$ cat src/rtl/sysid_verifier_pkg.sv
// sysid_verifier_pkg
//   Shared types and constants for the system-ID verifier:
//   - state_t      : verifier FSM states
//   - FC_*         : fail_code encodings ({ts_bad, id_bad})
//   - SID_ADDR_*   : word addresses on the system-ID slave
//   - encode_fail  : maps the two mismatch flags onto a fail_code
package sysid_verifier_pkg;

    typedef enum logic [2:0] {
        ST_IDLE   = 3'd0,
        ST_RD_ID  = 3'd1,
        ST_RD_TS  = 3'd2,
        ST_CHECK  = 3'd3,
        ST_FINISH = 3'd4
    } state_t;

    localparam logic [1:0] FC_NONE = 2'b00;
    localparam logic [1:0] FC_ID   = 2'b01;
    localparam logic [1:0] FC_TS   = 2'b10;
    localparam logic [1:0] FC_BOTH = 2'b11;

    localparam logic SID_ADDR_ID = 1'b0;
    localparam logic SID_ADDR_TS = 1'b1;

    localparam int unsigned WAIT_W  = 4;
    localparam int unsigned RETRY_W = 4;

    function automatic logic [1:0] encode_fail(input logic id_bad, input logic ts_bad);
        logic [1:0] code;
        case ({ts_bad, id_bad})
            2'b00:   code = FC_NONE;
            2'b01:   code = FC_ID;
            2'b10:   code = FC_TS;
            default: code = FC_BOTH;
        endcase
        return code;
    endfunction

endpackage

$ cat src/rtl/sysid_wait_timer.sv
// sysid_wait_timer
//   Loadable down-counter with a zero flag. Used to let sid_readdata settle
//   after every address change before it is sampled.
//   Ports:
//     clock       in   system clock
//     reset_n     in   synchronous active-low reset (clears the count)
//     load        in   load load_value (has priority over dec)
//     load_value  in   reload value
//     dec         in   decrement by one; holds at zero
//     zero        out  count is zero
module sysid_wait_timer #(
    parameter int unsigned WIDTH = 4
) (
    input  logic             clock,
    input  logic             reset_n,
    input  logic             load,
    input  logic [WIDTH-1:0] load_value,
    input  logic             dec,
    output logic             zero
);

    logic [WIDTH-1:0] count;

    always_ff @(posedge clock) begin
        if (!reset_n) begin
            count <= '0;
        end else if (load) begin
            count <= load_value;
        end else if (dec && (count != '0)) begin
            count <= count - 1'b1;
        end
    end

    assign zero = (count == '0);

endmodule

$ cat src/rtl/sysid_verifier.sv
// sysid_verifier
//   Boot-time controller: reads the system-ID word (address 0) and the build
//   timestamp word (address 1) from the system-ID slave, compares them with
//   build-time values, retries on mismatch and latches a pass/fail status that
//   gates the camera-control logic.
//   Ports:
//     clock         in   system clock
//     reset_n       in   synchronous active-low reset
//     start         in   run request, sampled only in IDLE
//     sid_readdata  in   slave read data (combinational from sid_address)
//     sid_address   out  registered slave address
//     busy          out  high from run acceptance until FINISH is left
//     done          out  one-cycle pulse at run completion
//     pass          out  latched result of the last completed run
//     fail_code     out  latched {ts_bad, id_bad}
//     retries       out  retry passes used in the last/current run
//     id_value      out  last captured ID word
//     ts_value      out  last captured timestamp word
module sysid_verifier
    import sysid_verifier_pkg::*;
#(
    parameter logic [31:0] EXPECTED_ID = 32'h0000_0000,
    parameter logic [31:0] EXPECTED_TS = 32'h518A_B941,
    parameter bit          CHECK_TS    = 1'b1,
    parameter int unsigned WAIT_CYCLES = 1,
    parameter int unsigned MAX_RETRIES = 3,
    parameter bit          AUTO_START  = 1'b0
) (
    input  logic        clock,
    input  logic        reset_n,
    input  logic        start,
    input  logic [31:0] sid_readdata,
    output logic        sid_address,
    output logic        busy,
    output logic        done,
    output logic        pass,
    output logic [1:0]  fail_code,
    output logic [3:0]  retries,
    output logic [31:0] id_value,
    output logic [31:0] ts_value
);

    localparam logic [WAIT_W-1:0]  WAIT_LOAD = WAIT_W'(WAIT_CYCLES);
    localparam logic [RETRY_W-1:0] RETRY_MAX = RETRY_W'(MAX_RETRIES);

    state_t state;

    // Set by reset, cleared by the first non-reset edge: marks the single
    // cycle in which AUTO_START may launch a run without a start request.
    logic   first_cycle;

    logic   accept;
    logic   id_bad;
    logic   ts_bad;
    logic   retry_ok;
    logic   timer_load;
    logic   timer_dec;
    logic   timer_zero;

    sysid_wait_timer #(
        .WIDTH (WAIT_W)
    ) u_wait_timer (
        .clock      (clock),
        .reset_n    (reset_n),
        .load       (timer_load),
        .load_value (WAIT_LOAD),
        .dec        (timer_dec),
        .zero       (timer_zero)
    );

    // Comparison works on the captured registers, so CHECK sees the words
    // exactly as latched at the end of RD_ID / RD_TS.
    always_comb begin
        accept     = start | (AUTO_START & first_cycle);
        id_bad     = (id_value != EXPECTED_ID);
        ts_bad     = CHECK_TS && (ts_value != EXPECTED_TS);
        retry_ok   = (id_bad | ts_bad) && (retries < RETRY_MAX);
        timer_load = 1'b0;
        timer_dec  = 1'b0;
        case (state)
            ST_IDLE: begin
                timer_load = accept;
            end
            ST_RD_ID, ST_RD_TS: begin
                if (timer_zero) begin
                    timer_load = 1'b1;
                end else begin
                    timer_dec = 1'b1;
                end
            end
            ST_CHECK: begin
                timer_load = retry_ok;
            end
            default: begin
                timer_load = 1'b0;
            end
        endcase
    end

    always_ff @(posedge clock) begin
        if (!reset_n) begin
            state       <= ST_IDLE;
            first_cycle <= 1'b1;
            sid_address <= SID_ADDR_ID;
            busy        <= 1'b0;
            done        <= 1'b0;
            pass        <= 1'b0;
            fail_code   <= FC_NONE;
            retries     <= '0;
            id_value    <= '0;
            ts_value    <= '0;
        end else begin
            first_cycle <= 1'b0;
            done        <= 1'b0;
            case (state)
                ST_IDLE: begin
                    if (accept) begin
                        state       <= ST_RD_ID;
                        sid_address <= SID_ADDR_ID;
                        busy        <= 1'b1;
                        pass        <= 1'b0;
                        fail_code   <= FC_NONE;
                        retries     <= '0;
                    end
                end
                ST_RD_ID: begin
                    if (timer_zero) begin
                        id_value    <= sid_readdata;
                        sid_address <= SID_ADDR_TS;
                        state       <= ST_RD_TS;
                    end
                end
                ST_RD_TS: begin
                    if (timer_zero) begin
                        ts_value <= sid_readdata;
                        state    <= ST_CHECK;
                    end
                end
                ST_CHECK: begin
                    if (retry_ok) begin
                        retries     <= retries + 4'd1;
                        sid_address <= SID_ADDR_ID;
                        state       <= ST_RD_ID;
                    end else begin
                        pass      <= !(id_bad | ts_bad);
                        fail_code <= encode_fail(id_bad, ts_bad);
                        state     <= ST_FINISH;
                    end
                end
                ST_FINISH: begin
                    done        <= 1'b1;
                    busy        <= 1'b0;
                    sid_address <= SID_ADDR_ID;
                    state       <= ST_IDLE;
                end
                default: begin
                    state <= ST_IDLE;
                end
            endcase
        end
    end

endmodule

$ cat config.mk
export PLATFORM = sky130hd
export DESIGN_NAME = sysid_verifier
export DESIGN_NICKNAME = d
export VERILOG_FILES = /design/src/rtl/sysid_verifier_pkg.sv /design/src/rtl/sysid_wait_timer.sv /design/src/rtl/sysid_verifier.sv
export SDC_FILE = /design/constraint.sdc
export NUM_CORES = 1
export LEC_CHECK = 0
export BUFFER_PORTS_ARGS = -buffer_cell sky130_fd_sc_hd__buf_4
export CORE_ASPECT_RATIO = 1.5
export CORE_MARGIN = 2
export CORE_UTILIZATION = 45
export DETAILED_ROUTE_END_ITERATION = 8
export PLACE_DENSITY = 0.72
export SYNTH_ARGS = -nofsm -noshare
export SYNTH_HDL_FRONTEND = slang
export SYNTH_SLANG_ARGS = --single-unit
$ cat constraint.sdc
create_clock -name clock -period 3 [get_ports clock]
set_input_delay 0.6 -clock clock [delete_from_list [all_inputs] [get_ports clock]]
set_output_delay 0.6 -clock clock [all_outputs]
set_load 0.01 [all_outputs]
# Word-level counts from Yosys, hierarchy flattened
# Index checks and enable logic that the tools add are counted.
# totals
reg_bits,81
in_bits,35
output_inout_bits,74
word_cells,76
# classes
add_sub_neg,2
order_cmp,1
eq_ne,12
n_mux,27
bitwise_logic,2
reduce_logical,21
# op_table
cell,n
$ne A32 B31 Y1 const B,1
$reduce_bool A32 Y1,1
$mux W3,4
$pmux W3 S4,1
$mux W1,11
$ne A2 B2 Y1 const B,5
$reduce_and A3 Y1,3
$mux W4,2
$pmux W4 S2,1
$reduce_bool A4 Y1,2
$eq A3 B2 Y1 const B,2
$pmux W2 S3,1
$reduce_and A2 Y1,3
$reduce_bool A2 Y1,3
$add A4 B1 Y4 const B,1
$logic_not A4 Y1,1
$lt A4 B2 Y1 const B,1
$mux W2,2
$pmux W1 S2,2
$pmux W1 S4,1
$pmux W2 S2,1
$reduce_and A4 Y1,1
$reduce_or A2 Y1,2
$sub A4 B1 Y4 const B,1
11 further kinds,12

# Logic depth before layout (Yosys ltp)
# Gate-level depths: netlist of run 1.
# depth
ltp_word,6
depth_mapped,8
depth_no_buf,7

# Cells and area by module
# A second synthesis of run 1 with hierarchy kept.
# hier_totals
hier_cells,415
hier_area_um2,3306.9
# by_module_without_submodules
module,instances,cells_per_inst,area_each_um2,seq_area_each_um2
sysid_verifier,1,384,3050.4,1541.5
sysid_wait_timer,1,31,256.5,80.1

# Least setup slack after synthesis of run 1
# No wires, ideal clock.
# synth_timing
path_kind,register to register
from,reg u_wait_timer.count[0]
to,reg ts_value[16]
setup_ns,0.122
t_arrival_ns,1.691
t_required_ns,2.878
slack_ns,1.187
path_stages_with_launch,9
n_path_buf,2
period_less_slack_ns,1.813
cell_sequence,dfxtp_1 > inv_1 > ha_1 > or3b_4 > or3_1 > buf_2 > buf_6 > nand2_1 > a21boi_0
# synth_via
elab_chain_len,2
# synth_lines
item,line_no,rtl
"start, declared",sysid_wait_timer.sv:22,logic [WIDTH-1:0] count;
"start signal, assigned",sysid_wait_timer.sv:28,count <= load_value;
"start signal, assigned",sysid_wait_timer.sv:30,count <= count - 1'b1;
$logic_not A4 Y1,sysid_wait_timer.sv:34,assign zero = (count == '0);
$reduce_and A2 Y1 (no source line),n/a,
"end signal, assigned",sysid_verifier.sv:135,ts_value <= sid_readdata;
"end, declared",sysid_verifier.sv:40,output logic [31:0] ts_value
# Every way passes these cells.
# A chain may end at the register's enable or synchronous reset.

# Worst setup path in the final report of run 1
# layout_timing
from,reg u_wait_timer.count[0]
to,reg ts_value[27]
# Same word-level chain as after synthesis.

==> results.yml, run 1 <==
hold_path:
  min_path_type: "reg2reg"
die:
  dieArea_um2: 8379
  dieHeight_um: 111.1
  core_um2: 7515
  start_util_pct: 45.80
  rows: 39
  ios: 109
  dieWidth_um: 75.41
job:
  cap_viol_max_count: 0
place:
  gp_congestion: 0.8248
  port_buffers: 108
  hpwl_um: 6333
  place_area_um2: 4294
synthesis:
  avgSynthCellArea_um2: 8.627
  synth.area.top_cells: "dfxtp_1 (47%), nand2_1 (15%), a21boi_0 (10%)"
  synth_ff_type: "dfxtp_1"
  yosys_warnings: 0
  yosys-top-cells-count: "nand2_1 (141), dfxtp_1 (81), a21boi_0 (47)"
  async_reset_ff_share_pct: 0
  ys_seq_area_share_pct: 47.11
  synth_area_um2: 3442
  yosysUniqueCellTypes: 45
  synth_top_area_share_pct: 47.11
  yosysMostFrequentCell: "nand2_1"
  synth_edf_count: 0
  syn_inst: 399
  synth-seq-cells: 81
  yosysTopAreaCell: "dfxtp_1"
  syn-num-nets: 436
grt:
  grt_max_degree: 85
  grt_overflow: 0
  antenna_found_initial: 0
  grt_pass1_wl_um: 13860
  track_usage_pct: 21.66
  grt_pass1_vias: 2915
clocking:
  postCtsSetupBuffers: 0
  cts_buffers: 9
  clock_path_buffers: 2
  post_cts_resized: 0
  cts_tree: "done"
  path_clk_slew_ps: 60
  clkSinkCount: 81
  cts_root_buffer: "clkbuf_16"
  htree_levels: 3
  cts_hold_buf: 0
  insertion_delay_ps: 340
timing:
  fmax_mhz: 438.6
  tightest_slew_ps: 1089
  setup_violations: 0
  fin_skew_ps: 5.739
  slew_headroom_pct: 27.40
  hold_slack_ps: 468.3
  fin_crit_sh_pct: 75.99
  fin_setup_tns_ps: 0
  drv_slew: 0
  fin_crit_ps: 2280
  hold_viol_final: 0
  rsz0062_at_grt: "no"
setup_path:
  end_kind: "flip-flop"
  critPathKind: "reg2reg"
  worst-endpoint-arrival_ps: 2500
  worstPathMaxFanout: 32
  start_kind: "flip-flop"
  required_ps: 3220
power:
  powerDensity_nw_per_um2: 663.4
  power_leakage_uw: 0.001825
  fin_total_pwr_uw: 3023
  ir_drop_mv: 0.4027
run_status:
  outcome: "finished, final reports clean"
drt:
  first_pass_iters: 4
  ant_nets: 0
  drc: 0
  wl_um: 8765
  num_vias: 3071
  drt_iter0_markers: 147
  routed_via_density: 5.084
  wl_per_cell_um: 14.51
cells_and_area:
  seqCellArea_um2: 1622
  diodes: 0
  nFillCells: 746
  syn_to_final_growth_pct: 32.39
  layout-drive-gt1-share_pct: 28.09
  nets: 535
  multi_input_area_um2: 1693
  finish.utilization_pct: 60.64
  design_area_um2: 4557
## flip-flops by register name (all words and copies together), names as in the netlist
| register | count |
|---|---|
| id_value | 32 |
| ts_value | 32 |
| retries | 4 |
| u_wait_timer.count | 4 |
| state | 3 |
| fail_code | 2 |
| busy | 1 |
| done | 1 |
| pass | 1 |
| sid_address | 1 |
## cells by family (layout without fill, tap and decap cells)
kind of cell / count (synthesis) / count (layout) / synth area share, %
buffers and inverters: 27 / 130 / 3.890
muxes: 3 / 3 / 0.8724
and+or+nand+nor: 195 / 195 / 27.37
xor gates and xnor gates: 2 / 2 / 0.5090
adders and majority gates: 2 / 2 / 0.7269
DFF: 81 / 81 / 47.11
AOI/OAI and AO/OA: 89 / 89 / 19.52
## layer usage
layer | GRT usage [%] | wire length [um]
met1 | 23.62 | 3404
met2 | 37.39 | 4693
met3 | 5.818 | 374
met4 | 9.942 | 293
met5 | 0 | 0
## final timing paths
| path | start | end | slack [ps] | cells past startpoint |
|---|---|---|---|---|
| worst min-delay path | ts_value[2] | ts_value[2] | 470 | 2 |
| worst max register to register | u_wait_timer.count[0] | ts_value[27] | 720 | 6 |
| worst max-delay path | u_wait_timer.count[0] | ts_value[27] | 720 | 6 |
| worst min register to register | ts_value[2] | ts_value[2] | 470 | 2 |
## metrics by stage
step           worst slack (ps)  instances
3_5_place_dp              681.6        589
2_1_floorplan              1187        399
6_report                  720.2        604
5_1_grt                   494.5        604
3_3_place_gp              784.3        589
4_1_cts                   695.4        604
## worst max-delay path, stage by stage, from the launching register on
cell and delay (ps):
dfxtp_1 310, inv_1 90, ha_1 200, or3b_4 440, or3_1 810, nand2_1 210, a21boi_0 90
## layout by cell type (no fill, tap or decap), types with 3 or more instances in the layout
master and count:
mux2i_1 3, nor4_1 4, or3_1 4, a21boi_1 19, nor2_1 8, a21oi_1 4
nor4_2 4, and3_1 4, nand2b_1 4, buf_4 112, nor4bb_1 6, nand4_1 4
nand2_1 141, dfxtp_1 81, inv_1 3, nor4b_1 3, o211ai_1 3, clkbuf_16 9
a21boi_0 47
## power breakdown
part           internal, uW  total (uW)  switching, uW
registers              1190        1280           96.9
clock network           553         978            424
logic                   339         763            424
## cell type report
cell class / instances / share of cell area (%)
multi-input cells: 291 / 37.15
flip-flops and latches: 81 / 35.58
repair buffers: 112 / 18.45
clock buffers: 10 / 5.025
well taps: 102 / 2.801
clock inverters: 5 / 0.7414
inverters: 3 / 0.2471
(Power assumes the default switching activity.)
==> run 2, diff against run 1 <==
--- a/config.mk
+++ b/config.mk
@@ -5,6 +5,7 @@
 export SDC_FILE = /design/constraint.sdc
 export NUM_CORES = 1
 export LEC_CHECK = 0
+export ABC_AREA = 1
 export BUFFER_PORTS_ARGS = -buffer_cell sky130_fd_sc_hd__buf_4
 export CORE_ASPECT_RATIO = 1.5
 export CORE_MARGIN = 2
==> constraint.sdc (replaced) <==
create_clock -name clock -period 2.2 [get_ports clock]
set_input_delay 0.44 -clock clock [delete_from_list [all_inputs] [get_ports clock]]
set_output_delay 0.44 -clock clock [all_outputs]
set_load 0.01 [all_outputs]
==> run 2 against run 1 <==
  * Register-to-register slack got worse by 300 ps
  * Combinational power increased to 3.4 times the previous value
  * Global-route usage increased by 0.33 points
  * Highest routed layer unchanged
  * Non-clock buffer count rose by 1
  * Die area shrank 3.8%
  * Synthesized cell count rose by 17%
  * Largest power group is now combinational logic
  * Critical path depth is 5 higher
  * Core utilization is 0.079 points higher
  * Clock-buffer cell count is 1 lower
  * Cell count increased by 12%
==> results.yml, run 2 <==
synthesis:
  synth_top_area_share_pct: 49.07
  synth-seq-cells: 81
  yosys-top-cells-count: "nor2_1 (176), dfxtp_1 (81), o21ai_0 (64)"
  yosysTopAreaCell: "dfxtp_1"
  synth_edf_count: 0
  yosys_warnings: 0
  yosysMostFrequentCell: "nor2_1"
  ys_seq_area_share_pct: 49.07
  avgSynthCellArea_um2: 7.076
  yosysUniqueCellTypes: 24
  syn-num-nets: 504
  synth_area_um2: 3304
  syn_inst: 467
  async_reset_ff_share_pct: 0
  synth_ff_type: "dfxtp_1"
  synth.area.top_cells: "dfxtp_1 (49%), nor2_1 (20%), o21ai_0 (9.7%)"
cells_and_area:
  layout-drive-gt1-share_pct: 24.87
  diodes: 0
  nets: 608
  design_area_um2: 4359
  syn_to_final_growth_pct: 31.92
  multi_input_area_um2: 1463
  layout_commonest_cell: "nor2_1"
  final_cell_mix: "nor2_1 (176), buf_4 (112), dfxtp_1 (81), o21ai_0 (64), nand2_1 (53)"
  nFillCells: 685
  seqCellArea_um2: 1622
  reg_top3: "id_value x32, ts_value x32"
power:
  p_sw_uw: 2384
  swShare_pct: 40.11
  ir_drop_mv: 0.6583
  p_int_uw: 3559
  power_leakage_uw: 0.002131
  powerDensity_nw_per_um2: 1363
  seqPwrFrac_pct: 38.9
  clkPwrFrac_pct: 17.4
  pwr-share-comb_pct: 43.7
setup_path:
  end_kind: "flip-flop"
  critPathKind: "reg2reg"
  reg2reg_slack_ps: 420
  worst-endpoint-arrival_ps: 2060
  r2r_cells: 11
  rr_startpoint: "u_wait_timer.count[0]"
  start_kind: "flip-flop"
  required_ps: 2480
  worstReg2RegEnd: "u_wait_timer.count[1]"
  worstPathMaxFanout: 19
drt:
  wl_per_cell_um: 12.92
  num_vias: 3289
  ant_nets: 0
  routed_via_density: 4.873
  drc: 0
  first_pass_iters: 5
  drt_iter0_markers: 156
  wl_um: 8720
timing:
  slew_headroom_pct: 65.01
  rsz0062_at_grt: "no"
  hold_viol_final: 0
  fin_setup_tns_ps: 0
  tightest_slew_ps: 524.8
  drv_slew: 0
  fin_crit_ps: 1782
  worst_slack_ps: 418.3
  setup_violations: 0
  fin_crit_sh_pct: 80.98
  fin_skew_ps: 8.306
  fmax_mhz: 561.3
  hold_slack_ps: 314.9
clocking:
  insertion_delay_ps: 350
  post_cts_resized: 0
  cts_root_buffer: "clkbuf_8"
  cts_buffers: 9
  postCtsSetupBuffers: 0
  path_clk_slew_ps: 80
  clock_path_buffers: 2
  cts_hold_buf: 0
  clkSinkCount: 81
  cts_tree: "done"
  htree_levels: 3
place:
  place_area_um2: 4175
  hpwl_um: 6226
  gp_congestion: 0.8580
  pre_cts_ws_ps: 435.9
  port_buffers: 108
hold_path:
  min_delay_worst_endpoint: "id_value[6]"
  min_path_cells: 3
  hp-start: "sid_readdata[6]"
  min_path_type: "in2reg"
grt:
  track_usage_pct: 21.99
  grt_pass1_vias: 3011
  grt_pass1_wl_um: 13480
  antenna_found_initial: 0
  grt_max_degree: 62
  grt_overflow: 0
die:
  rows: 38
  core_um2: 7179
  ios: 109
  dieArea_um2: 8058
  dieHeight_um: 109.0
  dieWidth_um: 73.97
  start_util_pct: 46.03
job:
  cap_viol_max_count: 0
run_status:
  outcome: "finished, final reports clean"
## run 2: critical path, stage by stage (launching register included)
cell     delay, ps
dfxtp_1        330
inv_1           60
ha_1           210
inv_1           80
nor3_2          50
inv_2          120
nor2_4          50
inv_2          290
nand2_1         90
nor2_1         130
nand3_1        140
a21oi_1        150
## run 2: metrics by stage
step	total power [uW]	util, %	cells
2_1_floorplan	3838	-	467
3_3_place_gp	4896	58.16	660
3_5_place_dp	4945	58.16	660
4_1_cts	5989	60.72	675
5_1_grt	6424	60.72	675
6_report	5943	60.72	675
## run 2: area by class of cell
class | instances | area share [%]
clock inverters | 6 | 1.378
inverters | 28 | 2.411
multi-input cells | 338 | 33.55
well taps | 100 | 2.870
flip-flops and latches | 81 | 37.20
clock buffers | 9 | 2.842
repair buffers | 113 | 19.75
## run 2: power groups by stage
stage	Clock (uW)	Sequential, uW	Combinational [uW]
global placement	0	2330	2570
floorplan	0	2470	1360
CTS	1060	2310	2620
finish	1040	2310	2600
detailed placement	0	2340	2610
global route	1130	2360	2940
## run 2: routing by layer
layer  GRT usage (%)  vias up  part of all wire [%]
met5               0        -                     0
li1                -     1683                     -
met4           11.82        0                   2.1
met1           23.72     1492                    41
met2           38.33      104                    52
met3           5.730       10                   5.6
## run 2: how the worst max path moves through the flow
stage / to / slack [ps] / cells past startpoint / startpoint
finish: u_wait_timer.count[1] / 420 / 11 / u_wait_timer.count[0]
global route: u_wait_timer.count[2] / 200 / 11 / u_wait_timer.count[0]
CTS: u_wait_timer.count[1] / 420 / 11 / u_wait_timer.count[0]
detailed placement: u_wait_timer.count[2] / 440 / 11 / u_wait_timer.count[0]
global placement: u_wait_timer.count[1] / 520 / 11 / u_wait_timer.count[0]
floorplan: ts_value[27] / 700 / 11 / u_wait_timer.count[0]
## run 2: cell families (layout without fill, tap and decap cells)
kind of cell,after synthesis,in the layout,synth area share [%]
AOI/OAI and AO/OA,82,82,12.50
DFF,81,81,49.07
buffers and inverters,48,156,6.664
adders and majority gates,2,2,0.7572
and+or+nand+nor,254,254,31.01
==> run 3, diff against run 2 <==
--- a/config.mk
+++ b/config.mk
@@ -11,7 +11,7 @@
 export CORE_MARGIN = 2
 export CORE_UTILIZATION = 45
 export DETAILED_ROUTE_END_ITERATION = 8
-export PLACE_DENSITY = 0.72
+export PLACE_DENSITY = 0.75
 export SYNTH_ARGS = -nofsm -noshare
 export SYNTH_HDL_FRONTEND = slang
 export SYNTH_SLANG_ARGS = --single-unit
==> constraint.sdc (replaced) <==
create_clock -name clock -period 1.51 [get_ports clock]
set_input_delay 0.302 -clock clock [delete_from_list [all_inputs] [get_ports clock]]
set_output_delay 0.302 -clock clock [all_outputs]
set_load 0.01 [all_outputs]
==> run 3 against run 2 <==
  * The run now ends with negative setup slack left
  * Flip-flop and latch count unchanged
  * Sequential share of layout area decreased by 8.7 points
  * Global-route usage rose by 4.3 points
  * Cell count grew 12%
  * Setup slack got worse by 580 ps
  * Critical path depth unchanged
==> results.yml, run 3 (synthesis gave the netlist of run 2 again) <==
clocking:
  cts_root_buffer: "clkbuf_8"
  htree_levels: 3
  insertion_delay_ps: 370
  clock_path_buffers: 2
  cts_buffers: 9
  cts_tree: "done"
  clkSinkCount: 81
  cts_hold_buf: 0
  path_clk_slew_ps: 80
timing:
  fmax_mhz: 599.9
  rsz0062_at_grt: "yes"
  tightest_slew_ps: 382.8
  hold_viol_final: 0
  worst_slack_ps: -156.9
  slew_headroom_pct: 74.48
  setup_violations: 72
  fin_skew_ps: 11.64
  drv_slew: 0
  fin_crit_sh_pct: 110.4
  fin_crit_ps: 1667
place:
  gp_congestion: 0.8590
  pre_cts_ws_ps: -208.2
  port_buffers: 108
  hpwl_um: 6819
  place_area_um2: 4688
grt:
  grt_pass1_vias: 3553
  grt_pass1_wl_um: 16180
  antenna_found_initial: 0
  grt_use_met2_pct: 46.36
  grt_max_degree: 36
  grt-busiest-layer: "met2"
  grt_overflow: 0
  grt_util_met3_pct: 5.268
  met1_usage_pct: 29.78
  track_usage_pct: 26.33
setup_path:
  end_kind: "flip-flop"
  start_kind: "flip-flop"
  slowest_stage: "dfxtp_2"
  crit_buf_inv: 6
  crit_chain: "inv_2, ha_4, inv_2, nor3_4, inv_2, nor2_4, buf_6, inv_8, clkbuf_16, nor2_2, nor2_1"
  crit_path_max_incr_delay_ps: 340
  required_ps: 1770
  worst-endpoint-arrival_ps: 1920
  cp_top_family: "buffers and inverters"
  crit_top_cell: "inv_2"
  critPathKind: "reg2reg"
  worstPathMaxFanout: 6
die:
  dieArea_um2: 8058
  core_um2: 7179
  dieWidth_um: 73.97
  ios: 109
  dieHeight_um: 109.0
  rows: 38
  start_util_pct: 46.03
cells_and_area:
  diodes: 0
  final_cell_mix: "buf_4 (174), nor2_1 (111), dfxtp_1 (76), o21ai_0 (53), nand2_1 (43)"
  reg_top3: "id_value x32, ts_value x32"
  syn_to_final_growth_pct: 72.81
  design_area_um2: 5710
  nets: 692
  layout-drive-gt1-share_pct: 49.39
  layout_commonest_cell: "buf_4"
power:
  ir_drop_mv: 1.191
  powerDensity_nw_per_um2: 2027
  power_leakage_uw: 0.002688
run_status:
  outcome: "complete, but fails checks"
  violations: "negative setup slack"
drt:
  drc: 0
  first_pass_iters: 5
  routed_via_density: 5.178
  drt_iter0_markers: 175
  ant_nets: 0
  wl_per_cell_um: 16.13
  wl_um: 12230
  num_vias: 3925
job:
  cap_viol_max_count: 0
hold_path:
  min_path_type: "in2reg"
[run 3: cell count changes in the layout (fill, tap and decap cells not counted), sizes merged]
| cell | before | now |
|---|---|---|
| buf | 113 | 192 |
| clkbuf | 9 | 19 |
| clkinv | 3 | 1 |
| clkinvlp | 2 | 0 |
| bufinv | 1 | 0 |
| inv | 28 | 27 |
[run 3: power breakdown]
| group | switching, uW | internal (uW) |
|---|---|---|
| registers | 454 | 2850 |
| logic | 3530 | 3330 |
| clock network | 744 | 673 |
| total | 4730 | 6850 |
[run 3: worst min-delay path, stage by stage]
cell,delay (ps)
buf_4,90
nor2_2,30
nor2_1,80
[run 3: area by class of cell]
| type | count | area [um2] |
|---|---|---|
| inverters | 28 | 117.6 |
| well taps | 100 | 125.1 |
| multi-input cells | 338 | 1923 |
| clock buffers | 14 | 162.7 |
| fillers | 437 | 1469 |
| flip-flops and latches | 81 | 1628 |
| repair buffers | 197 | 1754 |
[run 3: final timing paths]
check	startpoint	end	slack, ps	cells past startpoint
min reg2reg	busy	busy	470	2
max	u_wait_timer.count[1]	id_value[6]	-160	11
min	sid_readdata[1]	id_value[1]	180	3
max reg2reg	u_wait_timer.count[1]	id_value[6]	-160	11
[run 3: what timing repair did]
| action | CTS | global route |
|---|---|---|
| buffers inserted | 9 | 2 |
| pin swaps | 4 | 19 |
| gates resized for setup | 65 | 119 |
| cloned | 4 | 5 |
| endpoints found under the setup margin | 69 | 78 |
[run 3: metal layers]
| layer | up-vias | wire [um] |
|---|---|---|
| li1 | 1860 | - |
| met1 | 1869 | 4487 |
| met2 | 152 | 6717 |
| met3 | 44 | 554 |
| met4 | 0 | 469 |
| met5 | - | 0 |
[run 3: metrics by stage]
stage | TNS [ps] | hold WS [ps] | power, uW | cells | util, %
floorplan | 0 | 436.9 | 5591 | 467 | -
global placement | -3896 | 446.4 | 7918 | 725 | 65.30
detailed placement | -8392 | 459.2 | 8027 | 725 | 65.30
CTS | -2794 | 162.5 | 10250 | 752 | 72.31
global route | -11240 | 178.0 | 12190 | 758 | 79.54
finish | -7501 | 179.6 | 11580 | 758 | 79.54
